===== config.mk =====
export PLATFORM = sky130hd
export DESIGN_NAME = fetch_sequencer_flat
export DESIGN_NICKNAME = d
export VERILOG_FILES = /design/src/rtl/fetch_sequencer_if.sv /design/src/rtl/fetch_sequencer.sv /design/src/flat_wrapper.sv
export SDC_FILE = /design/constraint.sdc
export NUM_CORES = 1
export LEC_CHECK = 0
export BUFFER_PORTS_ARGS = -buffer_cell sky130_fd_sc_hd__buf_2
export CAP_MARGIN = 10
export CORE_MARGIN = 2
export CORE_UTILIZATION = 35
export DETAILED_ROUTE_END_ITERATION = 8
export GPL_TIMING_DRIVEN = 0
export PLACE_DENSITY = 0.63
export SLEW_MARGIN = 25
export SYNTH_ARGS = -nofsm -noshare
export SYNTH_HDL_FRONTEND = slang
export SYNTH_SLANG_ARGS = --single-unit

===== constraint.sdc =====
create_clock -name CLK -period 6.6 [get_ports CLK]
set_input_delay 1.65 -clock CLK [delete_from_list [all_inputs] [get_ports CLK]]
set_output_delay 1.65 -clock CLK [all_outputs]
set_load 0.05 [all_outputs]

===== src/rtl/fetch_sequencer_if.sv =====
// Bus between the fetch sequencer and the ROM/decode/testbench side.
//
// Protocol: start is a single-cycle request pulse that the sequencer accepts
// in IDLE or DONE and ignores in RUN. While running is high, PC addresses the
// combinational ROM and inst/branch_* must be valid the same cycle. stall
// holds the current instruction, so nothing retires that cycle. done high
// means the program has finished: either a halt retired or, with bounds
// checking, a fetch went out of range (fault high).
interface fetch_sequencer_if #(
  parameter int PW = 16,
  parameter int OW = 8
);
  logic          start;
  logic [8:0]    inst;
  logic          branch_en;
  logic          branch_abs;
  logic [PW-1:0] target;
  logic [OW-1:0] offset;
  logic          stall;
  logic [PW-1:0] PC;
  logic          running;
  logic          done;
  logic [15:0]   inst_count;
  logic          fault;

  modport master (
    input  start, inst, branch_en, branch_abs, target, offset, stall,
    output PC, running, done, inst_count, fault
  );

  modport slave (
    output start, inst, branch_en, branch_abs, target, offset, stall,
    input  PC, running, done, inst_count, fault
  );
endinterface


===== src/rtl/fetch_sequencer.sv =====
// Program counter / instruction-fetch sequencer.
// PC is registered and drives a combinational ROM; the returned word is
// retired in the same cycle (no bubbles, no delay slot). Priority in RUN is
// stall > halt > branch > increment. inst_count saturates at 16'hFFFF.
// Optional macro FETCH_BOUNDS_EN: out-of-range next PC (>= PROG_LEN or a
// relative sum leaving the PW-bit range) raises fault and ends the run
// without retiring. Without it PC wraps modulo 2**PW and fault is 0.
module fetch_sequencer #(
  parameter int         PW         = 16,
  parameter int         OW         = 8,
  parameter int         START_ADDR = 0,
  parameter logic [8:0] HALT_INST  = 9'h1FF,
  parameter int         PROG_LEN   = 2**PW
) (
  input  logic CLK,
  input  logic reset,
  fetch_sequencer_if.master bus
);

  typedef enum logic [1:0] {S_IDLE, S_RUN, S_DONE} state_t;

  // Next-PC arithmetic gets two guard bits when bounds are checked: bit PW
  // catches overflow past the top, bit PW+1 marks a negative relative result.
`ifdef FETCH_BOUNDS_EN
  localparam int NW = PW + 2;
`else
  localparam int NW = PW;
`endif

  state_t        r_state;
  logic [PW-1:0] r_pc;
  logic [15:0]   r_count;

  logic [NW-1:0] w_off_ext;
  logic [NW-1:0] w_next_wide;
  logic [PW-1:0] w_next_pc;
  logic [15:0]   w_count_inc;

  assign w_off_ext   = {{(NW-OW){bus.offset[OW-1]}}, bus.offset};
  assign w_next_pc   = w_next_wide[PW-1:0];
  assign w_count_inc = (r_count == 16'hFFFF) ? r_count : r_count + 16'd1;

  // Candidate next PC: absolute target, PC-relative, or sequential.
  always_comb begin
    w_next_wide = NW'(r_pc) + NW'(1);
    if (bus.branch_en && bus.branch_abs) begin
      w_next_wide = NW'(bus.target);
    end else if (bus.branch_en) begin
      w_next_wide = NW'(r_pc) + w_off_ext;
    end
  end

`ifdef FETCH_BOUNDS_EN
  logic r_fault;
  logic w_oob;

  assign w_oob     = w_next_wide[NW-1] || (w_next_wide >= NW'(PROG_LEN));
  assign bus.fault = r_fault;
`else
  assign bus.fault = 1'b0;
`endif

  // Sequencing FSM: IDLE -> RUN on start, RUN -> DONE on halt (or fault),
  // DONE -> RUN on start with a fresh PC and count.
  always_ff @(posedge CLK) begin
    if (reset) begin
      r_state <= S_IDLE;
      r_pc    <= PW'(START_ADDR);
      r_count <= 16'd0;
`ifdef FETCH_BOUNDS_EN
      r_fault <= 1'b0;
`endif
    end else begin
      case (r_state)
        S_IDLE: begin
          r_pc <= PW'(START_ADDR);
          if (bus.start) r_state <= S_RUN;
        end
        S_RUN: begin
          if (!bus.stall) begin
            if (bus.inst == HALT_INST) begin
              r_state <= S_DONE;
              r_count <= w_count_inc;
`ifdef FETCH_BOUNDS_EN
            end else if (w_oob) begin
              r_state <= S_DONE;
              r_fault <= 1'b1;
`endif
            end else begin
              r_pc    <= w_next_pc;
              r_count <= w_count_inc;
            end
          end
        end
        S_DONE: begin
          if (bus.start) begin
            r_state <= S_RUN;
            r_pc    <= PW'(START_ADDR);
            r_count <= 16'd0;
`ifdef FETCH_BOUNDS_EN
            r_fault <= 1'b0;
`endif
          end
        end
        default: r_state <= S_IDLE;
      endcase
    end
  end

  assign bus.PC         = r_pc;
  assign bus.running    = (r_state == S_RUN);
  assign bus.done       = (r_state == S_DONE);
  assign bus.inst_count = r_count;

endmodule


===== src/flat_wrapper.sv =====
// flat-port wrapper written by rule: the top's interface ports become plain ports
module fetch_sequencer_flat 
#(
  parameter int         PW         = 16,
  parameter int         OW         = 8,
  parameter int         START_ADDR = 0,
  parameter logic [8:0] HALT_INST  = 9'h1FF,
  parameter int         PROG_LEN   = 2**PW
)
  (CLK, reset, bus_start, bus_inst, bus_branch_en, bus_branch_abs, bus_target, bus_offset, bus_stall, bus_PC, bus_running, bus_done, bus_inst_count, bus_fault);
  fetch_sequencer_if #(.PW(PW), .OW(OW)) bus_i ();
  input  logic CLK;
  input  logic reset;
  input wire logic [$bits(bus_i.start)-1:0] bus_start;
  input wire logic [$bits(bus_i.inst)-1:0] bus_inst;
  input wire logic [$bits(bus_i.branch_en)-1:0] bus_branch_en;
  input wire logic [$bits(bus_i.branch_abs)-1:0] bus_branch_abs;
  input wire logic [$bits(bus_i.target)-1:0] bus_target;
  input wire logic [$bits(bus_i.offset)-1:0] bus_offset;
  input wire logic [$bits(bus_i.stall)-1:0] bus_stall;
  output wire logic [$bits(bus_i.PC)-1:0] bus_PC;
  output wire logic [$bits(bus_i.running)-1:0] bus_running;
  output wire logic [$bits(bus_i.done)-1:0] bus_done;
  output wire logic [$bits(bus_i.inst_count)-1:0] bus_inst_count;
  output wire logic [$bits(bus_i.fault)-1:0] bus_fault;
  assign bus_i.start = bus_start;
  assign bus_i.inst = bus_inst;
  assign bus_i.branch_en = bus_branch_en;
  assign bus_i.branch_abs = bus_branch_abs;
  assign bus_i.target = bus_target;
  assign bus_i.offset = bus_offset;
  assign bus_i.stall = bus_stall;
  assign bus_PC = bus_i.PC;
  assign bus_running = bus_i.running;
  assign bus_done = bus_i.done;
  assign bus_inst_count = bus_i.inst_count;
  assign bus_fault = bus_i.fault;
  fetch_sequencer #(.PW(PW), .OW(OW), .START_ADDR(START_ADDR), .HALT_INST(HALT_INST), .PROG_LEN(PROG_LEN)) u_core (.CLK(CLK), .reset(reset), .bus(bus_i));
endmodule

==> impl_metrics.env <==
export IMPL_status="completed"
export IMPL_r2r_start="u_core.bus.PC[4]"
export IMPL_worst_hold_path_num_cells=2
export IMPL_tritoncts_num_sinks=34
export IMPL_core_area_mm2=0.006350
export IMPL_hold_path_class="reg2reg"
export IMPL_grt_start_max_net_pins=12
export IMPL_tritoncts="built"
export IMPL_ports_placed_on_the_boundary=74
export IMPL_max_clock_freq_mhz=256.4
export IMPL_timing_critical_path_mode_cell="sky130_fd_sc_hd__buf_2"
export IMPL_buffer_ports_inserted=71
export IMPL_power_ir_vdd_worst_uv=82.62
export IMPL_critical_path_n_buffers_inverters=2
export IMPL_mappedNetlistArea_mm2=0.002310
export IMPL_drive_gt1_frac=0.2368
export IMPL_synthFlopType="sky130_fd_sc_hd__dfxtp_1"
export IMPL_synthMuxAreaShare=0.03359
export IMPL_cts_htree_levels=2
export IMPL_type_of_the_worst_setup_path="in2reg"
export IMPL_drt_pass1_iterations=4
export IMPL_cp_start_kind="input port"
export IMPL_die_y_um=85.24
export IMPL_final_hold_slack_ns=0.4933
export IMPL_yosys_area_share_xor_xnor=0.09101
export IMPL_hp_start="u_core.bus.PC[0]"
export IMPL_worst_slew_pin_transition_ns=0.5909
export IMPL_grt_setup_unrepaired="no"
export IMPL_cts_resized=0
export IMPL_finalWorstPathRequiredPeriod_ns=3.900
export IMPL_cts_reportedPaths_clkPinSlew_ns=0.07
export IMPL_global_route_overflow=0
export IMPL_utilization_after_layout=0.4499
export IMPL_hold_path_end="u_core.bus.PC[0]"
export IMPL_critPathMaxStageDelay_ns=0.37
export IMPL_drt_drc=0
export IMPL_cts_inserted_buffers=5
export IMPL_critical_path_slowest_cell="sky130_fd_sc_hd__ha_1"
export IMPL_groute_usage_overall=0.1775
export IMPL_filler_cell_count=663
export IMPL_seq_area_frac_synth=0.2947
export IMPL_final_max_slew_viol_count=0
export IMPL_design_die_area_mm2=0.007265
export IMPL_slew_headroom=0.6034
export IMPL_post_synth_cell_area_avg_um2=7.673
export IMPL_synth_top_cell_by_area="sky130_fd_sc_hd__dfxtp_1"
export IMPL_post_cts_buffers=0
export IMPL_last_weighted_congestion_value_of_the_routability_driven_placer=0.8011
export IMPL_synth_fa_ha_area_frac=0.05634
export IMPL_endpoint_kind="register"
export IMPL_detail_route_wirelength_um=6188
export IMPL_worstReg2RegEnd="u_core.bus.PC[15]"
export IMPL_drt_wirelength_per_cell_um=13.54
export IMPL_seq_area_um2=680.7
export IMPL_synth_cell_type_count=53
export IMPL_synth_largest_type_area_fraction=0.2947
export IMPL_maxCapViolCount=0
export IMPL_syn2layout_area_growth_pct=23.67
export IMPL_syn_nets=349
export IMPL_number_of_antenna_violations_at_the_first_check_in_global_routing=0
export IMPL_post_dp_cell_area_mm2=0.002761
export IMPL_critical_path_cell_by_cell="buf_2 -> buf_2 -> and2_1 -> ha_1 -> a21oi_2 -> nand2_2 -> a31oi_4 -> o21ai_4 -> mux2_4 -> a221o_1 -> a211o_1"
export IMPL_ys_ff_latch=34
export IMPL_synthArstFlopShare=0
export IMPL_worst_path_max_fanout=10
export IMPL_pwr_density_cell_mw_per_mm2=162.0
export IMPL_clk_lat_worst_skew_ns=0.29
export IMPL_final_net_count=427
export IMPL_clock_tree_root_cell="sky130_fd_sc_hd__clkbuf_8"
export IMPL_required_ns=6.79
export IMPL_clock_skew_final_ns=0.004470
export IMPL_setup_violations_final=0
export IMPL_diodes=0
export IMPL_synth_edf_count=0
export IMPL_final_antenna_net_count=0
export IMPL_synth_area_leaders="sky130_fd_sc_hd__dfxtp_1, sky130_fd_sc_hd__nand2_1, sky130_fd_sc_hd__nor2_1"
export IMPL_detail_route_iter0_violations=105
export IMPL_die_w_um=85.24
export IMPL_worstPathArrival_ns=4.09
export IMPL_synth_compound_area_share=0.2096
export IMPL_dp_hpwl_um=4716
export IMPL_cts_max_path_buffers=2
export IMPL_vias_per_cell=5.291
export IMPL_family_of_cells_with_the_greatest_summed_delay_on_the_critical_path="compound AO/OA/AOI/OAI gates"
export IMPL_post_synth_and_or_nand_nor_area_fraction=0.2714
export IMPL_yosys_warnings=0
export IMPL_route_vias_total=2418
export IMPL_grt_pass1_vias=2315
export IMPL_synthCells=301
export IMPL_grt_first_pass_wirelength_um=10380
export IMPL_synth_top_family_by_area="simple AND/OR/NAND/NOR gates"
export IMPL_final_cell_area_mm2=0.002856
export IMPL_multiInputGateArea_mm2=0.001533
export IMPL_static_leak_nw=1.269
export IMPL_final_period_utilization=0.5909
export IMPL_finalHoldViolations=0
export IMPL_timing_reg2reg_worst_path_depth=8
export IMPL_initial_core_util=0.3637
export IMPL_cts_hold_buffers=0
export IMPL_ff2ff_setup_slack_ns=4.10
export IMPL_num_rows=29
export IMPL_tns_ns=0
## cell usage in the layout, fill, tap and decap left out, drive strengths merged, types with 2 or more instances in the layout
master / netlist / layout
o21ai: 16 / 16
mux2: 3 / 3
buf: 4 / 75
and4: 3 / 3
or3: 2 / 2
clkbuf: 13 / 19
mux2i: 4 / 4
nor3: 5 / 5
and3: 2 / 2
ha: 8 / 8
o22ai: 5 / 5
xor2: 14 / 14
a21oi: 20 / 20
dfxtp: 34 / 34
o211ai: 2 / 2
nor4: 2 / 2
nor2: 38 / 38
o21a: 2 / 2
nand3: 12 / 12
nand2: 39 / 39
nand2b: 5 / 5
nor2b: 2 / 2
and2: 9 / 9
a22oi: 4 / 4
nand4: 9 / 9
a22o: 11 / 11
xnor2: 10 / 10
inv: 7 / 7
## flip-flops by register name, indices dropped and copies added, names as in the netlist
register / cells
u_core.bus.PC: 16
u_core.bus.inst_count: 16
u_core.r_state: 2
## power by group
group	internal [mW]	switching (mW)	total, mW
registers	0.208	0.00326	0.212
logic	0.0322	0.0516	0.0839
clock network	0.0839	0.0832	0.167
## how the worst max path moves through the flow
stage / to / startpoint / slack (ns) / depth (start not counted)
floorplan: u_core.bus.PC[15] / bus_branch_en / 2.71 / 10
global placement: u_core.bus.PC[15] / bus_branch_en / 2.42 / 11
detailed placement: u_core.bus.PC[15] / bus_branch_en / 2.37 / 11
CTS: u_core.bus.PC[15] / bus_branch_en / 2.68 / 11
global route: u_core.bus.PC[15] / bus_branch_en / 2.60 / 11
finish: u_core.bus.PC[15] / bus_branch_en / 2.70 / 11
## logic make-up after synthesis
kind of cell             after synthesis
flip-flops                            34
adder cells (fa/ha/maj)               10
XOR/XNOR                              24
AO/OA/AOI/OAI                         70
other                                  1
multiplexers                           7
AND/OR/NAND/NOR                      131
buffers and inverters                 24
## worst reg2reg max path, stage by stage, from the launching register on
cell and delay, ns:
sky130_fd_sc_hd__dfxtp_1 0.34, sky130_fd_sc_hd__ha_1 0.40, sky130_fd_sc_hd__a21oi_2 0.24, sky130_fd_sc_hd__nand2_2 0.08, sky130_fd_sc_hd__a31oi_4 0.23, sky130_fd_sc_hd__o21ai_4 0.14, sky130_fd_sc_hd__mux2_4 0.34, sky130_fd_sc_hd__a221o_1 0.32
sky130_fd_sc_hd__a211o_1 0.29
## cell type report
class                   instances  area share
clock inverters                 2    0.004380
multi-input cells             243      0.5366
well taps                      77     0.03373
flip-flops and latches         34      0.2383
clock buffers                   6     0.02891
plain buffers                  17     0.02453
inverters                       7    0.009198
repair buffers                 71      0.1244
## metal layers
layer	GRT usage	wire length (um)	vias to the layer above
met1	0.2272	2852	1113
met2	0.2905	2836	78
met5	0	0	-
li1	-	-	1220
met4	0.05916	61	0
met3	0.04572	437	7
## through the flow
step	std cells	power [mW]	setup slack, ns
finish	457	0.4627	2.700
global route	457	0.4887	2.597
CTS	457	0.4674	2.684
detailed placement	449	0.3002	2.375
global placement	449	0.2993	2.416
floorplan	301	0.2748	2.711
## synthesized netlist by cell type (all sizes together) (2+ instances only)
library cell	count
clkbuf	13
xor2	14
buf	4
nand2	39
a22o	11
nand4	9
nand2b	5
inv	7
and4	3
mux2i	4
o21a	2
and3	2
or3	2
a22oi	4
o21ai	16
nand3	12
nor2b	2
mux2	3
a21oi	20
xnor2	10
o22ai	5
dfxtp	34
nor3	5
o211ai	2
and2	9
nor2	38
nor4	2
ha	8
No activity file was read; power rests on OpenSTA's default activity.
